<file path="src/rtl/sync_fifo_param.sv">
// Parametrised single-clock FIFO with selectable FWFT read mode,
// programmable almost-full/almost-empty flags and synchronous flush.
module sync_fifo_param #(
    parameter int unsigned DATA_W     = 16,
    parameter int unsigned DEPTH_LOG2 = 8,
    parameter int unsigned FWFT       = 0,
    parameter int unsigned AF_THRESH  = (1 << DEPTH_LOG2) - 2,
    parameter int unsigned AE_THRESH  = 2
) (
    input  logic                  clk,
    input  logic                  rst_n,
    input  logic                  clr,
    input  logic                  wr_en,
    input  logic [DATA_W-1:0]     wr_data,
    output logic                  full,
    output logic                  almost_full,
    output logic                  wr_err,
    input  logic                  rd_en,
    output logic [DATA_W-1:0]     rd_data,
    output logic                  rd_valid,
    output logic                  empty,
    output logic                  almost_empty,
    output logic                  rd_err,
    output logic [DEPTH_LOG2:0]   data_count
);

    localparam int unsigned DEPTH = 1 << DEPTH_LOG2;
    localparam int unsigned CNT_W = DEPTH_LOG2 + 1;
    localparam int unsigned PTR_W = DEPTH_LOG2;

    logic [DATA_W-1:0] mem [DEPTH];
    logic [PTR_W-1:0]  wr_ptr;
    logic [PTR_W-1:0]  rd_ptr;
    logic              wr_acc;
    logic              rd_acc;
    logic [CNT_W-1:0]  count_nxt;

    // Acceptance is judged against the flags before the edge; clr masks both.
    assign wr_acc = wr_en && !full  && !clr;
    assign rd_acc = rd_en && !empty && !clr;

    always_comb begin
        count_nxt = data_count;
        if (clr) begin
            count_nxt = '0;
        end else if (wr_acc && !rd_acc) begin
            count_nxt = data_count + CNT_W'(1);
        end else if (rd_acc && !wr_acc) begin
            count_nxt = data_count - CNT_W'(1);
        end
    end

    // Flags are registered from the next count so they move with data_count.
    always_ff @(posedge clk or negedge rst_n) begin
        if (!rst_n) begin
            wr_ptr       <= '0;
            rd_ptr       <= '0;
            data_count   <= '0;
            full         <= 1'b0;
            almost_full  <= 1'b0;
            empty        <= 1'b1;
            almost_empty <= 1'b1;
            wr_err       <= 1'b0;
            rd_err       <= 1'b0;
        end else begin
            data_count   <= count_nxt;
            full         <= (count_nxt == CNT_W'(DEPTH));
            almost_full  <= (count_nxt >= CNT_W'(AF_THRESH));
            empty        <= (count_nxt == CNT_W'(0));
            almost_empty <= (count_nxt <= CNT_W'(AE_THRESH));
            if (clr) begin
                wr_ptr <= '0;
                rd_ptr <= '0;
                wr_err <= 1'b0;
                rd_err <= 1'b0;
            end else begin
                if (wr_acc) begin
                    wr_ptr <= wr_ptr + PTR_W'(1);
                end
                if (rd_acc) begin
                    rd_ptr <= rd_ptr + PTR_W'(1);
                end
                wr_err <= wr_en && full;
                rd_err <= rd_en && empty;
            end
        end
    end

    // Storage array; contents are intentionally not reset.
    always_ff @(posedge clk) begin
        if (wr_acc) begin
            mem[wr_ptr] <= wr_data;
        end
    end

    generate
        if (FWFT != 0) begin : g_fwft
            assign rd_data  = mem[rd_ptr];
            assign rd_valid = !empty;
        end else begin : g_std
            always_ff @(posedge clk or negedge rst_n) begin
                if (!rst_n) begin
                    rd_data  <= '0;
                    rd_valid <= 1'b0;
                end else begin
                    rd_valid <= rd_acc;
                    if (rd_acc) begin
                        rd_data <= mem[rd_ptr];
                    end
                end
            end
        end
    endgenerate

endmodule
</file>
<file path="config.mk">
export PLATFORM = sky130hd
export DESIGN_NAME = sync_fifo_param
export DESIGN_NICKNAME = d
export VERILOG_FILES = /design/src/rtl/sync_fifo_param.sv
export SDC_FILE = /design/constraint.sdc
export NUM_CORES = 2
export LEC_CHECK = 0
export CAP_MARGIN = 10
export CORE_MARGIN = 1.5
export CORE_UTILIZATION = 40
export DETAILED_ROUTE_END_ITERATION = 10
export GPL_ROUTABILITY_DRIVEN = 0
export RECOVER_POWER = 100
export SLEW_MARGIN = 20
export SYNTH_ARGS = -nofsm -noshare
export SYNTH_HDL_FRONTEND = slang
export SYNTH_SLANG_ARGS = --single-unit
</file>
<file path="constraint.sdc">
create_clock -name clk -period 3.1 [get_ports clk]
set_input_delay 0.93 -clock clk [delete_from_list [all_inputs] [get_ports clk]]
set_output_delay 0.93 -clock clk [all_outputs]
set_load 0.01 [all_outputs]
</file>
==> metrics.txt <==
fin util 48.7%; CP startpoint rd_ptr[0]; final setup margin -0.187 ns; VDD IR max about 530 µV; critical path capture point type flip-flop; Synth Area in Compound Gates approximately 3.1%; post-synth net total ~7500; largest family of logic cells by synthesized area multiplexers; critical path launch point type flip-flop; Die Y between 600 and 700 µm; total number of vias between 80000 and 90000; HPWL after DPL approximately 310000 µm; status finished, violations left; Syn Std Cell Area roughly 160000 µm²; depth of the worst hold-timing path 1; r2r worst-path depth 11; Slew headroom -109%; mux contribution to synthesized area approximately 16%; commonest non-fill, non-tap cells in the layout 4096 x edfxtp_1, 861 x mux4_2, 716 x buf_4; register area between 100000 and 150000 µm²; worst hold start rd_data[8]; XOR/XNOR share of the synthesized area less than 1%; unrepaired setup endpoints after global routing yes; Avg Cell Area, Syn roughly 21 µm²; total of max-cap violations 23; crit share post-route 106%; GRT Total Usage a little under a quarter; # DRC 0; Initial Util approximately two fifths; TritonCTS clock tree done; Final Routed Wirelength roughly 470000 µm; DR vias/cell around 6; grt ovf 0; wire length per cell approximately 33 µm; cts bufs inserted roughly 420; clock root buffer clkbuf_16; Post-synth top flop edfxtp_1; count of cell types in the netlist 75; Post-synth EDFFs 4096; Pre-Repair DR Iteration Count 8; area grow syn2layout 21.3%; vias in the first global route ~84000; global-route wire length before repair around 660000 µm; layout net count 8801; die width about 640 µm; Final Critical Period approximately 3.3 ns; largest net degree at the start of global routing 88; commonest non-fill, non-tap cell in the layout edfxtp_1; ranking of synthesized cells by area edfxtp_1 77%, mux4_2 12%, mux2i_1 3.3%; Synth top area share between 70% and 80%; DRT antenna net count 0; std cell rows between 200 and 250; clock sinks 4144; max-slew violations about 1100; Synth area leader edfxtp_1; clock latency on the worst-skew pair approximately 1 ns; ratio of cells with drive above 1 in the final layout approximately a third; Hold Fails Final Rpt 0; # setup viols final around 330; Design Area, Final about 190000 µm²; post-synthesis simple-gate area fraction roughly 2%; dpl ws -0.832 ns; FF-to-FF Start rd_ptr[0]; setup TNS after final layout -14.01 ns; Worst Skew 0.0751 ns; worst path required time a little under 4 ns; setup slack, reg-to-reg -0.19 ns; failing checks capacitance limit, slew limit, setup timing; fin cells between 10000 and 15000; critical path type flip-flop to flip-flop; R2R Path End rd_data[11]; worst-path fanout max 7; IO Count 53; Max H-tree Level 5; Worst Hold Class flip-flop to flip-flop; DR iter-0 viols 11000; Port Buffer Count 52; Pwr per Cell Area between 600 and 700 nW/µm²; Synth warnings 0; placed cells between 10000 and 15000; Synth Area in Adders 0.0546%; leakage 61.4 nW; dpl cell area roughly 180000 µm²; Seq/Total Area, Yosys approximately 77%; core area 399000 µm²; Syn Inst Count about 7500; initial antenna violation count 26; Multi-input gate area ~35000 µm²; hold-critical path endpoint rd_data[8]; worst-margin pin slew 3.13 ns; fmax 0.304 GHz; Die ar. between 400000 and 500000 µm²; # fillers around 32000; async set-reset flop share out of synthesis 1.16%; Max clock buf depth 4; Clock transition at path regs 0.07 ns; CP Data Arrival Time around 4.2 ns; synthesis-stage register bit count 4144
==> layout make-up <==
type	instances	area share [%]
Inverter	12	0.0334
Antenna cell	24	0.0308
Tap cell	5265	3.38
Timing Repair Buffer	1307	7.89
Multi-Input combinational cell	2889	17.8
Sequential cell	4144	63.8
Clock inverter	254	1.43
Clock buffer	518	5.62
==> through the flow <==
stage	hold WS, ns	total power [W]
2_1_floorplan	0.517	0.0743
3_3_place_gp	0.524	0.0821
3_5_place_dp	0.506	0.0822
4_1_cts	0.242	0.134
5_1_grt	0.556	0.138
6_report	0.527	0.134
==> report_power, final <==
part | internal (W) | total, W | switching [W]
logic | 0.0104 | 0.0213 | 0.0108
registers | 0.0618 | 0.0622 | 0.000404
clock network | 0.0289 | 0.0506 | 0.0218
==> metal layers <==
layer	up-vias	share of wire (%)	track usage [%]
met5	-	0.0049	0
met4	4	4.4	8.56
met3	842	9.4	4.63
met2	4398	47	36.0
met1	45400	39	31.5
li1	34300	-	-
==> what timing repair did <==
| item | 4_1_cts | 5_1_grt |
|---|---|---|
| hold endpoints to repair | 14 | 0 |
| hold buffers | 1 | 0 |
| setup buffers | 69 | 55 |
| cloned | 19 | 6 |
| setup endpoints to repair | 32 | 17 |
| pin swaps | 28 | 37 |
| gates resized for setup | 223 | 136 |
==> critical path, stage by stage, from the launching register on <==
cell,delay (ns)
dfrtp_4,0.47
buf_12,0.17
buf_16,0.19
buf_8,0.14
buf_12,0.13
buf_12,0.11
mux4_2,0.50
mux4_2,0.61
o22ai_2,0.21
buf_6,0.16
a211oi_4,0.08
a221o_1,0.33
==> synthesized netlist by cell type, types with 43 or more instances <==
library cell and n:
clkbuf_1 185, nand3_1 43, nand2_1 118, o221ai_1 198
buf_2 100, buf_6 61, o22ai_1 146, o21ai_0 76
buf_4 53, edfxtp_1 4096, mux4_2 861, a21oi_1 135
nor3_1 84, dfrtp_1 46, nor2_1 356, mux2i_1 534
==> registers in the layout (all words and copies together), names as in the netlist <==
register      flops
wr_err            1
rd_ptr            8
almost_full       1
almost_empty      1
wr_ptr            8
empty             1
rd_data          16
mem            4096
rd_valid          1
full              1
data_count        9
rd_err            1
==> kinds of logic after synthesis <==
kind of cell | count (synthesis)
AOI/OAI and AO/OA | 716
xor gates and xnor gates | 16
adders and majority gates | 7
buffers and inverters | 463
DFF | 4144
muxes | 1422
and+or+nand+nor | 728
==> worst max path at each step <==
stage / end / slack [ns] / depth (start not counted)
after floorplan: mem[197][0] / -0.24 / 6
after global placement: rd_data[5] / -0.82 / 9
after detailed placement: rd_data[9] / -0.83 / 8
after CTS: rd_data[10] / -0.13 / 10
after global routing: rd_data[11] / -0.20 / 11
final: rd_data[11] / -0.19 / 11
Power figures use the tool's default switching activity.
